$ cat src/rtl/riscv_pkg.sv
// Shared RV32I core definitions: widths, canonical NOP, reset vector, fetch FSM states.
// Pure declarations; no latency, no backpressure.
package riscv_pkg;
   localparam int          XLEN      = 32;
   localparam logic [31:0] NOP_INSTR = 32'h0000_0013;
   localparam logic [31:0] RESET_PC  = 32'h0000_0000;

   typedef enum logic {IDLE, WAIT} fetch_state_t;
endpackage

$ cat src/rtl/fetch_skid_buf.sv
// One-entry {instr, pc} holding slot for a response that IF/ID cannot take; 1-cycle fill-to-use.
// Never refuses a fill; the fetch FSM stops requesting whenever this slot would still be occupied.
module fetch_skid_buf #(
   parameter int XLEN = riscv_pkg::XLEN
) (
   input  logic            clk,
   input  logic            rst,
   input  logic            clear,
   input  logic            fill,
   input  logic            drain,
   input  logic [31:0]     fill_instr,
   input  logic [XLEN-1:0] fill_pc,
   output logic            vld,
   output logic            vld_next,
   output logic [31:0]     instr,
   output logic [XLEN-1:0] pc
);
   import riscv_pkg::*;

   // A fill in the same cycle as a drain means the slot is reloaded, not emptied.
   assign vld_next = !clear && (fill || (vld && !drain));

   always_ff @(posedge clk) begin
      if (rst) begin
         vld   <= 1'b0;
         instr <= 32'h0;
         pc    <= '0;
      end else begin
         vld <= vld_next;
         if (fill && !clear) begin
            instr <= fill_instr;
            pc    <= fill_pc;
         end
      end
   end
endmodule

$ cat src/rtl/fetch_stage.sv
// PC, single-outstanding imem handshake and IF/ID register; instr reaches instrD 2 cycles after its request.
// Backpressure: stallD holds IF/ID, one skid slot absorbs a late response, requests stop while it stays full.
module fetch_stage #(
   parameter int              XLEN     = riscv_pkg::XLEN,
   parameter logic [XLEN-1:0] RESET_PC = XLEN'(riscv_pkg::RESET_PC)
) (
   input  logic            clk,
   input  logic            rst,
   input  logic            stallF,
   input  logic            stallD,
   input  logic            flushD,
   input  logic            pcsrcE,
   input  logic [XLEN-1:0] pctargetE,
   output logic            imem_req,
   output logic [XLEN-1:0] imem_addr,
   input  logic            imem_ready,
   input  logic            imem_rvalid,
   input  logic [31:0]     imem_rdata,
   output logic [31:0]     instrD,
   output logic [XLEN-1:0] pcD,
   output logic [XLEN-1:0] pcplus4D,
   output logic            validD
);
   import riscv_pkg::*;

   fetch_state_t    state, state_nxt;
   logic            kill, kill_nxt;
   logic [XLEN-1:0] pcf;
   logic [XLEN-1:0] reqpc;
   logic            hs;
   logic            rv_ok;
   logic            buf_clear, buf_fill, buf_drain;
   logic            buf_vld, buf_vld_next;
   logic [31:0]     buf_instr;
   logic [XLEN-1:0] buf_pc;
   logic            unused_tgt_lsb;

   assign unused_tgt_lsb = ^pctargetE[1:0];

   // Responses are only honoured for a live, non-killed request.
   assign rv_ok     = imem_rvalid && (state == WAIT) && !kill;
   assign buf_clear = pcsrcE || flushD;
   assign buf_drain = buf_vld && !stallD;
   assign buf_fill  = rv_ok && (stallD || buf_vld);

   // Issue only if the skid slot will be free at the end of this cycle, so the reply always has a home.
   assign imem_req  = !rst && !stallF && !pcsrcE && !kill &&
                      ((state == IDLE) || imem_rvalid) && !buf_vld_next;
   assign hs        = imem_req && imem_ready;
   assign imem_addr = {pcf[XLEN-1:2], 2'b00};

   always_comb begin
      state_nxt = state;
      kill_nxt  = kill;
      case (state)
         IDLE: if (hs) state_nxt = WAIT;
         WAIT: begin
            if (imem_rvalid) begin
               state_nxt = hs ? WAIT : IDLE;
               kill_nxt  = 1'b0;
            end else if (pcsrcE) begin
               kill_nxt  = 1'b1;
            end
         end
         default: state_nxt = IDLE;
      endcase
   end

   always_ff @(posedge clk) begin
      if (rst) begin
         state <= IDLE;
         kill  <= 1'b0;
      end else begin
         state <= state_nxt;
         kill  <= kill_nxt;
      end
   end

   always_ff @(posedge clk) begin
      if (rst) begin
         pcf   <= RESET_PC;
         reqpc <= '0;
      end else begin
         if (pcsrcE)  pcf <= {pctargetE[XLEN-1:2], 2'b00};
         else if (hs) pcf <= pcf + XLEN'(4);
         if (hs) reqpc <= pcf;
      end
   end

   fetch_skid_buf #(.XLEN(XLEN)) u_skid (
      .clk        (clk),
      .rst        (rst),
      .clear      (buf_clear),
      .fill       (buf_fill),
      .drain      (buf_drain),
      .fill_instr (imem_rdata),
      .fill_pc    (reqpc),
      .vld        (buf_vld),
      .vld_next   (buf_vld_next),
      .instr      (buf_instr),
      .pc         (buf_pc)
   );

   always_ff @(posedge clk) begin
      if (rst || flushD || pcsrcE) begin
         validD   <= 1'b0;
         instrD   <= NOP_INSTR;
         pcD      <= '0;
         pcplus4D <= '0;
      end else if (stallD) begin
         validD   <= validD;
      end else if (buf_vld) begin
         validD   <= 1'b1;
         instrD   <= buf_instr;
         pcD      <= buf_pc;
         pcplus4D <= buf_pc + XLEN'(4);
      end else if (rv_ok) begin
         validD   <= 1'b1;
         instrD   <= imem_rdata;
         pcD      <= reqpc;
         pcplus4D <= reqpc + XLEN'(4);
      end else begin
         validD   <= 1'b0;
         instrD   <= NOP_INSTR;
         pcD      <= '0;
         pcplus4D <= '0;
      end
   end
endmodule

$ cat config.mk
export PLATFORM = sky130hd
export DESIGN_NAME = fetch_stage
export DESIGN_NICKNAME = d
export VERILOG_FILES = /design/src/rtl/riscv_pkg.sv /design/src/rtl/fetch_skid_buf.sv /design/src/rtl/fetch_stage.sv
export SDC_FILE = /design/constraint.sdc
export NUM_CORES = 1
export LEC_CHECK = 0
export CORE_ASPECT_RATIO = 1.4
export CORE_UTILIZATION = 56
export CTS_CLUSTER_SIZE = 10
export DETAILED_ROUTE_END_ITERATION = 10
export PLACE_DENSITY = 0.85
export SLEW_MARGIN = 40
export SYNTH_ARGS = -nofsm -noshare
export SYNTH_HDL_FRONTEND = slang
export SYNTH_SLANG_ARGS = --single-unit
$ cat constraint.sdc
create_clock -name clk -period 3.2 [get_ports clk]
set_input_delay 0.48 -clock clk [delete_from_list [all_inputs] [get_ports clk]]
set_output_delay 0.48 -clock clk [all_outputs]
set_load 0.01 [all_outputs]
==> results.ini <==
[status]
status = completed

[clock_network]
htreeDepth = 1
ctsLongestPathBuffers = 3
clock_sinks = 218
root_buffer = clkbuf_16
postCtsHoldBufs = 0
cts_setup_buffers = 0
clock_latency_ns = 0.52
tritoncts = yes
ctsResizeCount = 0
numCtsBuffers = 25
clkTransAtPathRegs_ns = 0.05

[global_route]
grt_first_pass_wirelength_um = 50500
grt-ovfl-total = 0
grt_max_degree = 100
first_global_vias = 10106
track_usage_pct = 32.8
antenna_found_initial = 1

[route]
vias_per_cell = 6.35
num_vias = 10872
wire_per_inst_um = 18.3
drc = 0
drt_iter0_drc = 1099
dr.pass1.iters = 5
detail-route-antenna-nets = 0
wl_um = 31300

[synth]
synth_cell_types = 69
netlist_area_mm2 = 0.0104
synth-seq-cells = 218
seq_area_frac_synth_pct = 42.0
syn_area_per_cell_um2 = 7.75
syn_inst = 1341
async_flop_share_pct = 0
synth-edff-count = 0
dominantRegCellSynth = dfxtp_1
yosys_warnings = 0

[cells_and_area]
post-route-cell-area_mm2 = 0.0130
area_delta_synth_final_pct = 25.5
nets = 1545
layout-drive-gt1-share_pct = 4.89
fillers = 1447

[timing]
final.setup.tns_ns = 0
clock.fmax_ghz = 0.347
setup_viol = 0
drv_slew = 0
period_needed_ns = 2.88
rsz0062_at_grt = false
timing.final.crit_share_pct = 90.1
relSlewSlack_pct = 50.2
fin_ws_ns = 0.315
skew_ns = 0.0181
worst_slew_pin_slew_ns = 0.747
timing_hold_violations_final = 0

[setup_path]
path_max_fanout = 6
r2r-end = pcplus4D[24]
regToRegSetupSlack_ns = 0.67
cp.arrival_ns = 2.40
slowest_delay_ns = 0.60
crit_chain = clkdlybuf4s50_1 -> nand3b_1 -> maj3_1 -> nor2_1 -> nor2_1 -> clkdlybuf4s50_1
start_kind = input port
endpoint_kind = primary output
r2r-start = u_skid.pc[2]
criticalPathCategory = input port to primary output
cp.required_ns = 2.72
slowest_stage = clkdlybuf4s50_1
reg2reg_depth = 6

[floorplanning]
chipHeight_um = 163
start_util_pct = 57.5
dieArea_mm2 = 0.0191
rows = 58
io_pins = 202
core_mm2 = 0.0181
die_w_um = 117

[placement]
placed_area_mm2 = 0.0124
post-dp-hpwl_um = 20300
pre_cts_ws_ns = 0.361
numPortBuffers = 193
gp_congestion = 0.923

[hold_path]
whs_endpoint = u_skid.instr[16]
hp-class = flop to flop
hold_depth = 2
hp-start = u_skid.instr[16]

[power]
p_leak_nw = 4.20
powerDensity_mw_per_mm2 = 438
ir_worst_vdd_uv = 365
p_total_mw = 5.71

[run]
cap_viol_max_count = 0

==> worst max path at each step <==
| stage | start | end | slack (ns) |
|---|---|---|---|
| 6_report | imem_rvalid | imem_req | 0.32 |
| 5_1_grt | imem_rvalid | imem_req | 0.20 |
| 4_1_cts | imem_rvalid | imem_req | 0.35 |
| 3_5_place_dp | imem_rvalid | imem_req | 0.36 |
| 3_3_place_gp | imem_rvalid | imem_req | 0.39 |
| 2_1_floorplan | pcf[2] | pcf[24] | 1.09 |
==> cells by family after synthesis <==
family	synth area share (%)
and+or+nand+nor	26.5
AOI/OAI and AO/OA	22.6
DFF	42.0
buffers and inverters	5.38
xor gates and xnor gates	2.11
muxes	0.891
adders and majority gates	0.554
other	0.0361
==> cells in the final DEF, fill, tap and decap left out, types with 4 or more instances in the layout <==
cell type	n
a211oi_1	8
a21oi_1	123
a221o_1	15
a221oi_1	43
a311oi_1	9
a31oi_1	32
a32oi_1	5
and2_1	6
and3_1	13
and4_1	8
buf_4	25
clkbuf_16	25
clkdlybuf4s50_1	191
conb_1	6
dfxtp_1	217
inv_1	10
mux2i_1	7
nand2_1	265
nand2b_1	11
nand3_1	43
nand3b_1	5
nand4_1	18
nor2_1	100
nor3_1	59
nor4_1	21
o211ai_1	8
o21a_1	5
o21ai_0	62
o22ai_1	4
o311a_1	4
o311ai_0	5
o31a_1	7
o31ai_1	5
or3_1	9
or4_1	19
xnor2_1	18
xor2_1	7
==> cells in the mapped netlist, drive strengths merged (9+ instances only) <==
master / number / area, um2
or3: 10 / 62.6
a21oi: 124 / 632
nand2: 265 / 995
a221oi: 43 / 377
a211oi: 9 / 72.6
nor4: 22 / 144
dfxtp: 218 / 4360
xnor2: 18 / 158
a221o: 15 / 150
nand2b: 11 / 68.8
buf: 35 / 183
and3: 13 / 81.3
nor3: 59 / 295
nor2: 100 / 375
a31oi: 33 / 206
or4: 20 / 154
inv: 11 / 41.3
nand4: 19 / 134
clkbuf: 89 / 335
a311oi: 9 / 78.8
nand3: 43 / 215
o21ai: 63 / 315
==> report_power, final <==
| part | internal, mW | leakage [nW] | total (mW) | switching [mW] |
|---|---|---|---|---|
| clock network | 1.38 | 0.315 | 2.41 | 1.03 |
| registers | 2.76 | 1.77 | 2.83 | 0.0666 |
| logic | 0.231 | 2.12 | 0.474 | 0.243 |
==> flip-flops by register name, summed over array words and instances, names as in the netlist, 30 cells and up <==
name          cells
u_skid.pc        30
u_skid.instr     32
pcplus4D         30
pcf              30
reqpc            30
instrD           32
pcD              30
==> layout make-up <==
class                           instances  area, um2  share of cell area [%]
Tap cell                              240        300                    2.30
Sequential cell                       218       4370                    33.5
Inverter                               11       41.3                   0.317
Timing Repair Buffer                  221       2170                    16.6
Clock buffer                           27        633                    4.86
Clock inverter                          1       8.76                  0.0672
Antenna cell                            1       2.50                  0.0192
Multi-Input combinational cell        993       5520                    42.3
==> critical path, delay by kind of cell <==
kind	cells	cell delay, ns
fa+ha+maj	1	0.43
simple gates	3	0.41
buf+inv	2	1.08
==> metal layers <==
| layer | up-vias | GRT usage [%] | part of all wire (%) |
|---|---|---|---|
| met5 | - | 0 | 0 |
| met4 | 0 | 16.1 | 4.6 |
| met3 | 121 | 3.41 | 8.0 |
| met2 | 621 | 54.2 | 48 |
| met1 | 5048 | 42.4 | 40 |
| li1 | 5082 | - | - |
==> stage by stage <==
stage	hold WS (ns)	utilization [%]	std cells
final	0.456	72.1	1712
after global routing	0.481	72.1	1712
after CTS	0.456	72.1	1711
after detailed placement	0.446	68.5	1683
after global placement	0.441	68.5	1683
after floorplan	0.436	-	1346
No activity file was read; power rests on OpenSTA's default activity.
